--- config.mk ---
export PLATFORM = sky130hd
export DESIGN_NAME = vram_arbiter_flat
export DESIGN_NICKNAME = d
export VERILOG_FILES = /design/src/rtl/vram_arbiter_if.sv /design/src/rtl/vram_arbiter.sv /design/src/flat_wrapper.sv
export SDC_FILE = /design/constraint.sdc
export NUM_CORES = 1
export LEC_CHECK = 0
export ABC_AREA = 0
export CAP_MARGIN = 20
export CELL_PAD_IN_SITES_DETAIL_PLACEMENT = 0
export CELL_PAD_IN_SITES_GLOBAL_PLACEMENT = 2
export CORE_MARGIN = 2
export CORE_UTILIZATION = 25
export DETAILED_ROUTE_END_ITERATION = 10
export GPL_TIMING_DRIVEN = 0
export PLACE_DENSITY = 0.86
export SYNTH_ARGS = -nofsm -noshare
export SYNTH_HDL_FRONTEND = slang
export SYNTH_SLANG_ARGS = --single-unit
--- constraint.sdc ---
create_clock -name clk_sys -period 2.31 [get_ports clk_sys]
set_input_delay 0.3465 -clock clk_sys [delete_from_list [all_inputs] [get_ports clk_sys]]
set_output_delay 0.3465 -clock clk_sys [all_outputs]
set_load 0.02 [all_outputs]
--- src/rtl/vram_arbiter_if.sv ---
// Request/acknowledge word bus: one instance faces the CPU, another faces the shared video RAM.
interface vram_arbiter_if;
  logic [13:0] addr;
  logic [15:0] wdata;
  logic [15:0] rdata;
  logic        we;
  logic [1:0]  be;
  logic        req;
  logic        ack;

  modport master (output addr, wdata, we, be, req, input  rdata, ack);
  modport slave  (input  addr, wdata, we, be, req, output rdata, ack);
endinterface

--- src/rtl/vram_arbiter.sv ---
// Shares one 16-bit video RAM between the scanout fetcher and the CPU, video first.
// Define VRAM_ARBITER_SNOOP_EN to merge CPU writes to the displayed word into vid_data.
module vram_arbiter (
  input  logic           clk_sys,
  input  logic           reset,
  input  logic [13:0]    vid_addr,
  output logic [15:0]    vid_data,
  vram_arbiter_if.slave  cpu,
  vram_arbiter_if.master mem
);
  typedef enum logic [1:0] {IDLE, VID, CPU, HOLD} state_t;

  state_t      state, state_nxt;
  logic [13:0] last_vid_addr;
  logic        pending;
  logic        vid_change;
  logic        vid_want;
  logic [13:0] addr_q;
  logic [15:0] din_q;
  logic        we_q;
  logic [1:0]  be_q;
  logic [15:0] cpu_dout_q;

  // A change seen this cycle already counts, so a simultaneous CPU strobe cannot jump ahead of it.
  assign vid_change = (vid_addr != last_vid_addr);
  assign vid_want   = pending | vid_change;

  // NOTE: clocked blocks use non-blocking (<=) so every register samples pre-edge values.
  always_ff @(posedge clk_sys or posedge reset) begin
    if (reset) state <= IDLE;
    else       state <= state_nxt;
  end

  // NOTE: the default is assigned first so no path through the case can infer a latch.
  always_comb begin
    state_nxt = state;
    case (state)
      IDLE: begin
        if (vid_want)     state_nxt = VID;
        else if (cpu.req) state_nxt = CPU;
      end
      VID:     if (mem.ack)  state_nxt = IDLE;
      CPU:     if (mem.ack)  state_nxt = HOLD;
      HOLD:    if (!cpu.req) state_nxt = IDLE;
      default: state_nxt = IDLE;
    endcase
  end

  // Stale fetches leave pending set when the address moved on while they were in flight.
  always_ff @(posedge clk_sys or posedge reset) begin
    if (reset) begin
      last_vid_addr <= '0;
      pending       <= 1'b1;
    end else if (vid_change) begin
      last_vid_addr <= vid_addr;
      pending       <= 1'b1;
    end else if (state == VID && mem.ack) begin
      pending <= (addr_q != last_vid_addr);
    end
  end

  // vid_addr equals the freshest last_vid_addr value whenever a fetch is launched.
  always_ff @(posedge clk_sys or posedge reset) begin
    if (reset) begin
      addr_q <= '0;
      din_q  <= '0;
      we_q   <= 1'b0;
      be_q   <= 2'b00;
    end else if (state == IDLE) begin
      if (vid_want) begin
        addr_q <= vid_addr;
        we_q   <= 1'b0;
        be_q   <= 2'b11;
      end else if (cpu.req) begin
        addr_q <= cpu.addr;
        din_q  <= cpu.wdata;
        we_q   <= cpu.we;
        be_q   <= (cpu.we && cpu.be != 2'b00) ? cpu.be : 2'b11;
      end
    end
  end

  always_ff @(posedge clk_sys or posedge reset) begin
    if (reset) begin
      vid_data   <= '0;
      cpu_dout_q <= '0;
    end else begin
      if (state == VID && mem.ack) vid_data <= mem.rdata;
`ifdef VRAM_ARBITER_SNOOP_EN
      if (state == CPU && mem.ack && we_q && addr_q == last_vid_addr) begin
        if (be_q[0]) vid_data[7:0]  <= din_q[7:0];
        if (be_q[1]) vid_data[15:8] <= din_q[15:8];
      end
`endif
      if (state == CPU && mem.ack && !we_q) cpu_dout_q <= mem.rdata;
    end
  end

  assign mem.req   = (state == VID) || (state == CPU);
  assign mem.addr  = addr_q;
  assign mem.wdata = din_q;
  assign mem.we    = we_q;
  assign mem.be    = be_q;
  assign cpu.ack   = (state == HOLD);
  assign cpu.rdata = cpu_dout_q;
endmodule
--- src/flat_wrapper.sv ---
// flat-port wrapper written by rule: the top's interface ports become plain ports
module vram_arbiter_flat 
  (clk_sys, reset, vid_addr, vid_data, cpu_addr, cpu_wdata, cpu_we, cpu_be, cpu_req, cpu_rdata, cpu_ack, mem_addr, mem_wdata, mem_we, mem_be, mem_req, mem_rdata, mem_ack);
  vram_arbiter_if cpu_i ();
  vram_arbiter_if mem_i ();
  input  logic clk_sys;
  input  logic reset;
  input  logic [13:0] vid_addr;
  output logic [15:0] vid_data;
  input wire logic [$bits(cpu_i.addr)-1:0] cpu_addr;
  input wire logic [$bits(cpu_i.wdata)-1:0] cpu_wdata;
  input wire logic [$bits(cpu_i.we)-1:0] cpu_we;
  input wire logic [$bits(cpu_i.be)-1:0] cpu_be;
  input wire logic [$bits(cpu_i.req)-1:0] cpu_req;
  output wire logic [$bits(cpu_i.rdata)-1:0] cpu_rdata;
  output wire logic [$bits(cpu_i.ack)-1:0] cpu_ack;
  output wire logic [$bits(mem_i.addr)-1:0] mem_addr;
  output wire logic [$bits(mem_i.wdata)-1:0] mem_wdata;
  output wire logic [$bits(mem_i.we)-1:0] mem_we;
  output wire logic [$bits(mem_i.be)-1:0] mem_be;
  output wire logic [$bits(mem_i.req)-1:0] mem_req;
  input wire logic [$bits(mem_i.rdata)-1:0] mem_rdata;
  input wire logic [$bits(mem_i.ack)-1:0] mem_ack;
  assign cpu_i.addr = cpu_addr;
  assign cpu_i.wdata = cpu_wdata;
  assign cpu_i.we = cpu_we;
  assign cpu_i.be = cpu_be;
  assign cpu_i.req = cpu_req;
  assign cpu_rdata = cpu_i.rdata;
  assign cpu_ack = cpu_i.ack;
  assign mem_addr = mem_i.addr;
  assign mem_wdata = mem_i.wdata;
  assign mem_we = mem_i.we;
  assign mem_be = mem_i.be;
  assign mem_req = mem_i.req;
  assign mem_i.rdata = mem_rdata;
  assign mem_i.ack = mem_ack;
  vram_arbiter u_core (.clk_sys(clk_sys), .reset(reset), .vid_addr(vid_addr), .vid_data(vid_data), .cpu(cpu_i), .mem(mem_i));
endmodule
* Word-level counts from Yosys, hierarchy flattened *
Cells that the tools add are included.

storage, ports and cells
  register bits = 82
  output and inout port bits = 67
  word-level logic and storage cells = 48

operators by class
  muxes and demuxes = 15
  equality and inequality tests = 9
  bitwise gates (word level) = 2
  reductions and logical operators = 13

operator list
  cell                                           number
  2-to-1 mux 14 bit                              2
  != test 14 bit                                 2
  2-to-1 mux 2 bit                               8
  one-hot mux 2 bit (4 select lines)             1
  != test 2 bit, second input constant           3
  nonzero test 2 bit                             3
  == test 2 bit, second input constant           2
  logical AND 1 bit                              4
  2-to-1 mux 1 bit                               4
  AND reduction 4 bit                            1
  != test 3 x 2 -> 1 bit, second input constant  1
  AND reduction 3 bit                            1
  == test 2 x 1 -> 1 bit, second input constant  1
  logical NOT 2 bit                              1
  AND reduction 2 bit                            1
  logical NOT 1 bit                              1
  logical OR 1 bit                               1
  inverter 1 bit                                 1
  OR 1 bit                                       1

* Depth between registers and ports, before layout *
Gate-level depths: netlist of run 1.

  word-level depth = 5
  depth in mapped cells = 9
  depth with buffers taken out = 7

* Worst setup path after synthesis of run 1 *
No wires, ideal clock.

  kind = reg2reg
  start = register u_core.state[0]
  end = register u_core.din_q[0], in the netlist u_core.mem.wdata[0]
  stages on the path, launching flop included = 10
  data required time = 2185 ps
  setup slack = 239 ps
  period minus slack after synthesis = 2071 ps
  setup time = 125 ps
  path buffers = 4
  arrival = 1947 ps
  cells stage by stage = dfrtp_1 -> inv_1 -> ha_1 -> clkbuf_1 -> and2_1 -> clkbuf_1 -> nor2b_1 -> buf_4 -> buf_4 -> mux2_2

on the way
  word-level cells in the longest chain between the ends = 2

RTL lines
  what                                  RTL line            text
  from (decl)                           vram_arbiter.sv:13  state_t state, state_nxt;
  from (signal assigned)                vram_arbiter.sv:31  else state <= state_nxt;
  logical NOT 2 bit                     vram_arbiter.sv:69  end else if (state == IDLE) begin
  AND reduction 3 bit (no source line)  --
  to (signal assigned)                  vram_arbiter.sv:76  din_q <= cpu.wdata;
  to (decl)                             vram_arbiter.sv:19  logic [15:0] din_q;

No other way between the ends.
A chain may end at the register's enable or synchronous reset.

* Worst setup path after layout of run 1 *
  start = register u_core.last_vid_addr[3]
  end = register u_core.din_q[6], in the netlist u_core.mem.wdata[6]

on the way
  word-level cells in the longest chain between the ends = 4

RTL lines
  what                                  RTL line            text
  from (decl)                           vram_arbiter.sv:14  logic [13:0] last_vid_addr;
  from (signal assigned)                vram_arbiter.sv:55  last_vid_addr <= vid_addr;
  != test 14 bit                        vram_arbiter.sv:25  assign vid_change = (vid_addr != last_vid_addr);
  OR 1 bit                              vram_arbiter.sv:26  assign vid_want = pending | vid_change;
  inverter 1 bit (no source line)       --
  AND reduction 3 bit (no source line)  --

No other way between the ends.

==> flow_metrics.env, run 1 <==
export IMPL_yosysUniqueCellTypes=34
export IMPL_max_freq_mhz=465
export IMPL_die_area_sq_um=15400
export IMPL_fin_ws_ps=157
export IMPL_cp_end_kind="flop"
export IMPL_cts_sinks=82
export IMPL_critPathSlowestCell="dfrtp_1"
export IMPL_core_rowCount=43
export IMPL_relSlewSlack_pct=61.8
export IMPL_synth_top_area_share_pct=56.2
export IMPL_cp_max_fo=10
export IMPL_boundaryPins=134
export IMPL_grt_antenna_before_repair=0
export IMPL_cts_max_level=3
export IMPL_worst_path_largest_cell_delay_ps=390
export IMPL_ys_warn_count=0
export IMPL_cts_buffer_depth=2
export IMPL_grt_max_degree=40
export IMPL_synth_adder_area_share_pct=1.73
export IMPL_grt_pass1_vias=3036
export IMPL_io_buffers=133
export IMPL_antenna_cells=0
export IMPL_status="finished clean"
export IMPL_syn_avg_cell_area_sq_um=12.3
export IMPL_clock_skew_ps=5.14
export IMPL_clockPowerShare_pct=23.3
export IMPL_synth_seq_area_share_pct=56.9
export IMPL_ys_top_cells_by_area="dfrtp_1 (56%), mux2_2 (15%), xor2_1 (3.9%), o221ai_1 (3.4%), xnor2_1 (2.9%)"
export IMPL_clkLatencyLatePin_ps=340
export IMPL_ant_nets=0
export IMPL_internal_power_mw=4.31
export IMPL_synthCells=293
export IMPL_startpoint_type="flop"
export IMPL_final_setup_viol_count=0
export IMPL_drc=0
export IMPL_worstMarginPinSlew_ps=573
export IMPL_p_total_mw=6.58
export IMPL_clk_pin_slew_ps=60
export IMPL_grt_overflow=0
export IMPL_numCtsBuffers=9
export IMPL_path_class="reg -> reg"
export IMPL_synth_top_area_cell="dfrtp_1"
export IMPL_max_cap_violations=0
export IMPL_cts_tree="done"
export IMPL_synth_compound_area_share_pct=5.06
export IMPL_wirelength_mm=10.0
export IMPL_gp_congestion=0.792
export IMPL_start_util_pct=25.8
export IMPL_fin_nets=513
export IMPL_cp_arrival_ps=2370
export IMPL_vias=2726
export IMPL_grt_pass1_wl_mm=15.8
export IMPL_hold_slack_ps=303
export IMPL_routedWlPerCell_um=16.0
export IMPL_synth_mux_area_fraction_pct=15.8
export IMPL_gr_usage_all_layers_pct=13.8
export IMPL_synth_xor_area_share_pct=6.79
export IMPL_drv_slew=0
export IMPL_r2r_cells=8
export IMPL_die_h_um=124
export IMPL_drive_gt1_share_pct=19.3
export IMPL_p_sw_share_pct=34.6
export IMPL_holdCritPathClass="in -> reg"
export IMPL_dr_pass1_iters=4
export IMPL_hold_depth=2
export IMPL_crit_chain="xor2_1 -> nor4_2 -> nand4bb_1 -> buf_4 -> nor2b_2 -> buf_4 -> buf_8 -> mux2_2"
export IMPL_critical_path_most_common_cell="buf_4"
export IMPL_ir_drop_mv=0.443
export IMPL_hpwl_mm=7.63
export IMPL_initialDrtViolationCount=66
export IMPL_synth_simple_gate_area_share_pct=8.28
export IMPL_power_density_nw_per_um2=1180
export IMPL_dpl_worst_slack_ps=-516
export IMPL_min_period_over_period_pct=93.2
export IMPL_comb_power_share_pct=43.4
export IMPL_synth_nets=365
export IMPL_rsz0062_at_grt="false"
export IMPL_synth_seq_cells=82
export IMPL_period_minus_slack_ps=2150
export IMPL_synth_top_family_by_area="multiplexers"
export IMPL_seqPwrFrac_pct=33.3
export IMPL_cts_root_buffer="clkbuf_16"
export IMPL_final_hold_viol_count=0
export IMPL_crit_required_ps=2530
export IMPL_die_w_um=124
export IMPL_netlist_area_sq_um=3610
export IMPL_leakagePower_nw=2.38
export IMPL_coreArea_sq_um=14000
export IMPL_via_per_inst=4.35
export IMPL_area_delta_synth_final_pct=54.8
export IMPL_p_sw_mw=2.27
==> kinds of logic after synthesis <==
logic type      Yosys count
flops                    82
simple gates             56
mux                      51
buf+inv                  49
xor+xnor                 28
compound gates           22
fa+ha+maj                 5
==> sequential cells by signal, summed over array words and instances, names as in the netlist <==
name	cells
u_core.mem.we	1
u_core.mem.addr	14
u_core.state	2
u_core.mem.wdata	16
u_core.pending	1
u_core.cpu.rdata	16
u_core.mem.be	2
u_core.vid_data	16
u_core.last_vid_addr	14
==> stage by stage <==
step	cell area, sq um	setup TNS, ps	util [%]	std cells
after floorplan	3610	0	-	293
final	5590	0	39.9	626
after global routing	5590	0	39.9	626
after CTS	5560	0	39.7	625
after global placement	5170	-10590	37.0	606
after detailed placement	5210	-12100	37.2	608
==> cell usage after synthesis <==
master	number
a21oi_1	1
a221o_1	1
a2bb2oi_1	1
a31oi_1	2
and2_1	1
buf_1	2
buf_2	3
buf_4	2
clkbuf_1	21
dfrtp_1	81
dfstp_2	1
ha_1	5
inv_1	21
mux2_2	49
mux2i_1	2
nand2_1	17
nand3_1	16
nand4_1	3
nand4bb_1	1
nor2_1	3
nor2b_1	3
nor3_1	2
nor3b_1	2
nor4_1	4
nor4_2	1
o211ai_1	1
o21a_1	1
o221ai_1	14
o2bb2ai_1	1
or3b_2	1
or4_1	1
or4b_1	1
xnor2_1	12
xor2_1	16
==> power by group through the flow <==
stage / sequential [mW] / clock (mW) / combinational [mW]
after floorplan: 2.67 / 0 / 1.06
after global placement: 2.20 / 0 / 2.83
after detailed placement: 2.22 / 0 / 2.86
after CTS: 2.20 / 1.58 / 2.88
after global routing: 2.25 / 1.67 / 3.08
final: 2.19 / 1.53 / 2.86
==> final timing paths <==
| check | startpoint | to | slack, ps |
|---|---|---|---|
| worst max-delay path | u_core.last_vid_addr[3]$_DFFE_PP0P_ | u_core.mem.wdata[6]$_DFFE_PP0P_ | 160 |
| worst min-delay path | vid_addr[11] | u_core.last_vid_addr[11]$_DFFE_PP0P_ | 300 |
| worst max register to register | u_core.last_vid_addr[3]$_DFFE_PP0P_ | u_core.mem.wdata[6]$_DFFE_PP0P_ | 160 |
| worst min register to register | u_core.mem.wdata[5]$_DFFE_PP0P_ | u_core.mem.wdata[5]$_DFFE_PP0P_ | 500 |
| max in group asynchronous | reset | u_core.pending$_DFFE_PP1P_ | 1380 |
| min in group asynchronous | reset | u_core.vid_data[2]$_DFFE_PP0P_ | 380 |
==> worst max-delay path, delay by kind of cell (launching register included) <==
family | cells | cell delay, ps
xor+xnor | 1 | 190
buf+inv | 3 | 490
flops | 1 | 390
mux | 1 | 340
simple gates | 3 | 630
==> repair_timing <==
item                       4_1_cts  5_1_grt
setup endpoints to repair       27       46
gates resized for setup          5       13
buffers inserted                 3        1
hold buffers                     0        0
pin swaps                        1        1
==> cell usage in the layout (no fill, tap or decap), types with 2 or more instances in the layout <==
| master | n |
|---|---|
| nand3_1 | 16 |
| xor2_1 | 16 |
| buf_1 | 2 |
| clkinvlp_4 | 2 |
| clkinv_2 | 2 |
| clkbuf_2 | 3 |
| dlymetal6s2s_1 | 2 |
| clkbuf_1 | 17 |
| a31oi_1 | 2 |
| nor4_1 | 4 |
| dfrtp_1 | 81 |
| xnor2_1 | 11 |
| buf_4 | 7 |
| inv_1 | 20 |
| mux2i_1 | 2 |
| nand4_1 | 3 |
| clkbuf_16 | 9 |
| mux2_2 | 49 |
| ha_1 | 4 |
| buf_12 | 2 |
| bufinv_16 | 2 |
| nor2_1 | 3 |
| nor3_1 | 2 |
| nand2_1 | 17 |
| o221ai_1 | 14 |
| nor3b_1 | 2 |
| nor2b_1 | 2 |
| clkdlybuf4s50_1 | 130 |
==> layer usage <==
layer	global-route usage [%]	wire, um	vias up	part of all wire (%)
met1	17.0	4350	1338	43
li1	-	-	1298	-
met4	7.23	227	0	2.3
met2	22.1	4910	75	49
met5	0	0	-	0
met3	3.75	561	15	5.6
==> layout make-up <==
cell class	instances	area, sq um
fill	1380	8400
sequential	82	2050
timing repair buffer	139	1410
multi-input combinational	162	1380
clock buffer	11	243
tap	180	225
buffer	26	125
inverter	21	82.6
clock inverter	5	77.6
Note: power is estimated with default switching activity, not from simulation.
==> run 2, diff against run 1 <==
--- a/config.mk
+++ b/config.mk
@@ -7,13 +7,13 @@
 export LEC_CHECK = 0
 export ABC_AREA = 0
 export CAP_MARGIN = 20
-export CELL_PAD_IN_SITES_DETAIL_PLACEMENT = 0
-export CELL_PAD_IN_SITES_GLOBAL_PLACEMENT = 2
+export CELL_PAD_IN_SITES_DETAIL_PLACEMENT = 1
+export CELL_PAD_IN_SITES_GLOBAL_PLACEMENT = 1
 export CORE_MARGIN = 2
-export CORE_UTILIZATION = 25
+export CORE_UTILIZATION = 31
 export DETAILED_ROUTE_END_ITERATION = 10
 export GPL_TIMING_DRIVEN = 0
-export PLACE_DENSITY = 0.86
+export PLACE_DENSITY = 0.87
 export SYNTH_ARGS = -nofsm -noshare
 export SYNTH_HDL_FRONTEND = slang
 export SYNTH_SLANG_ARGS = --single-unit
==> flow_metrics.env, run 2 (synthesis results as in run 1) <==
export IMPL_drv_slew=0
export IMPL_grt_pass1_wl_mm=16.9
export IMPL_numCtsBuffers=9
export IMPL_clockPowerShare_pct=20.8
export IMPL_rsz0062_at_grt="false"
export IMPL_seqPwrFrac_pct=34.0
export IMPL_wirelength_mm=10.6
export IMPL_die_w_um=112
export IMPL_cts_tree="done"
export IMPL_relSlewSlack_pct=59.2
export IMPL_leakagePower_nw=2.36
export IMPL_ant_nets=0
export IMPL_fin_nets=513
export IMPL_area_delta_synth_final_pct=52.4
export IMPL_cts_hold_buf=0
export IMPL_cts_root_buffer="clkbuf_16"
export IMPL_vias=2793
export IMPL_path_class="in -> reg"
export IMPL_cp_max_fo=10
export IMPL_cts_buffer_depth=2
export IMPL_drive_gt1_share_pct=19.1
export IMPL_start_util_pct=31.7
export IMPL_ir_drop_mv=0.514
export IMPL_final_hold_viol_count=0
export IMPL_io_buffers=133
export IMPL_boundaryPins=134
export IMPL_r2r_end="u_core.mem.wdata[8]$_DFFE_PP0P_"
export IMPL_grt_antenna_before_repair=0
export IMPL_p_sw_mw=2.36
export IMPL_cp_endpoint="u_core.mem.wdata[8]$_DFFE_PP0P_"
export IMPL_fin_area_sq_um=5500
export IMPL_core_rowCount=39
export IMPL_clock_skew_ps=8.50
export IMPL_grt_max_degree=35
export IMPL_via_per_inst=4.74
export IMPL_crit_required_ps=2520
export IMPL_holdCritPathClass="in -> reg"
export IMPL_initialDrtViolationCount=66
export IMPL_period_minus_slack_ps=2290
export IMPL_power_density_nw_per_um2=1170
export IMPL_coreArea_sq_um=11400
export IMPL_routedWlPerCell_um=18.0
export IMPL_final_cell_mix="clkdlybuf4s50_1 (131), dfrtp_1 (81), mux2_2 (49), inv_1 (20), clkbuf_1 (17)"
export IMPL_clkLatencyLatePin_ps=330
export IMPL_placed_area_sq_um=5160
export IMPL_status="finished clean"
export IMPL_gp_congestion=0.799
export IMPL_cts_max_level=3
export IMPL_timing_rr_start="u_core.last_vid_addr[11]$_DFFE_PP0P_"
export IMPL_fill_cells=1234
export IMPL_comb_power_share_pct=45.2
export IMPL_p_sw_share_pct=36.7
export IMPL_ff2ff_setup_slack_ps=80
export IMPL_cp_startpoint="vid_addr[7]"
export IMPL_r2r_cells=8
export IMPL_max_freq_mhz=436
export IMPL_hpwl_mm=8.04
export IMPL_cts_sinks=82
export IMPL_internal_power_mw=4.07
export IMPL_max_cap_violations=0
export IMPL_die_h_um=112
export IMPL_grt_pass1_vias=3164
export IMPL_drc=0
export IMPL_p_total_mw=6.44
export IMPL_grt_overflow=0
export IMPL_fin_util_pct=48.4
export IMPL_die_area_sq_um=12500
export IMPL_dr_pass1_iters=4
export IMPL_cp_end_kind="flop"
export IMPL_gr_usage_all_layers_pct=17.4
export IMPL_cp_arrival_ps=2500
export IMPL_worstMarginPinSlew_ps=612
export IMPL_clk_pin_slew_ps=60
export IMPL_startpoint_type="input port"
export IMPL_final_common_cell="clkdlybuf4s50_1"
export IMPL_antenna_cells=0
export IMPL_final_setup_viol_count=0
export IMPL_min_period_over_period_pct=99.3
run 2: cell count changes in the layout (fill, tap and decap cells not counted), moves of 2 or more:
cell / previous run / this run
buf_4: 7 / 4
buf_6: 0 / 3
bufinv_16: 2 / 0
clkinv_4: 0 / 2
inv_6: 0 / 2
run 2: worst min-delay path by stage:
stage                                     startpoint                                    to  slack, ps  cells after the start
floorplan                                vid_addr[0]   u_core.last_vid_addr[0]$_DFFE_PP0P_        440                      1
global placement    u_core.cpu.rdata[13]$_DFFE_PP0P_      u_core.cpu.rdata[13]$_DFFE_PP0P_        490                      1
detailed placement  u_core.cpu.rdata[14]$_DFFE_PP0P_      u_core.cpu.rdata[14]$_DFFE_PP0P_        490                      1
CTS                                            reset        u_core.vid_data[1]$_DFFE_PP0P_        430                      2
global route                            vid_addr[11]  u_core.last_vid_addr[11]$_DFFE_PP0P_        330                      2
finish                                   vid_addr[3]   u_core.last_vid_addr[3]$_DFFE_PP0P_        310                      2
run 2: layer usage:
layer | GRT usage, % | vias up | wire length [um]
met5 | 0 | - | 0
met4 | 6.42 | 0 | 243
met3 | 4.79 | 15 | 572
met2 | 30.5 | 79 | 5480
met1 | 20.4 | 1401 | 4320
li1 | - | 1298 | -
run 2: power groups by stage:
stage,Combinational [mW],Sequential (mW),Clock [mW]
floorplan,1.06,2.67,0
global placement,2.80,2.18,0
detailed placement,2.91,2.22,0
CTS,2.93,2.19,1.38
global route,3.11,2.24,1.45
finish,2.91,2.19,1.34
run 2: metrics by stage:
step	hold slack [ps]	worst slack (ps)	std cells	setup TNS, ps
finish	311	17.1	589	0
global route	327	0.915	589	0
CTS	425	29.8	588	0
detailed placement	494	-524	571	-11330
global placement	486	-447	569	-8520
floorplan	444	239	293	0
run 2: layout make-up:
class	count	area, sq um	area share [%]
well taps	143	179	3.25
inverters	21	82.6	1.50
clock buffers	9	225	4.09
clock inverters	7	52.6	0.955
multi-input cells	162	1370	24.9
flip-flops and latches	82	2050	37.3
repair buffers	139	1410	25.6
plain buffers	26	135	2.46
run 2: critical path, cell delays in order:
cell             delay [ps]
clkdlybuf4s50_1         480
xor2_1                  180
nor4_2                  360
nand4bb_1               180
buf_6                   180
nor2b_2                 150
buf_6                   130
buf_8                   140
mux2_2                  350
run 2: what timing repair did:
action | CTS | global route
resized for setup | 6 | 11
endpoints found under the hold margin | 0 | 0
buffers inserted | 3 | 1
setup endpoints to repair | 27 | 47
pin swaps | 1 | 2
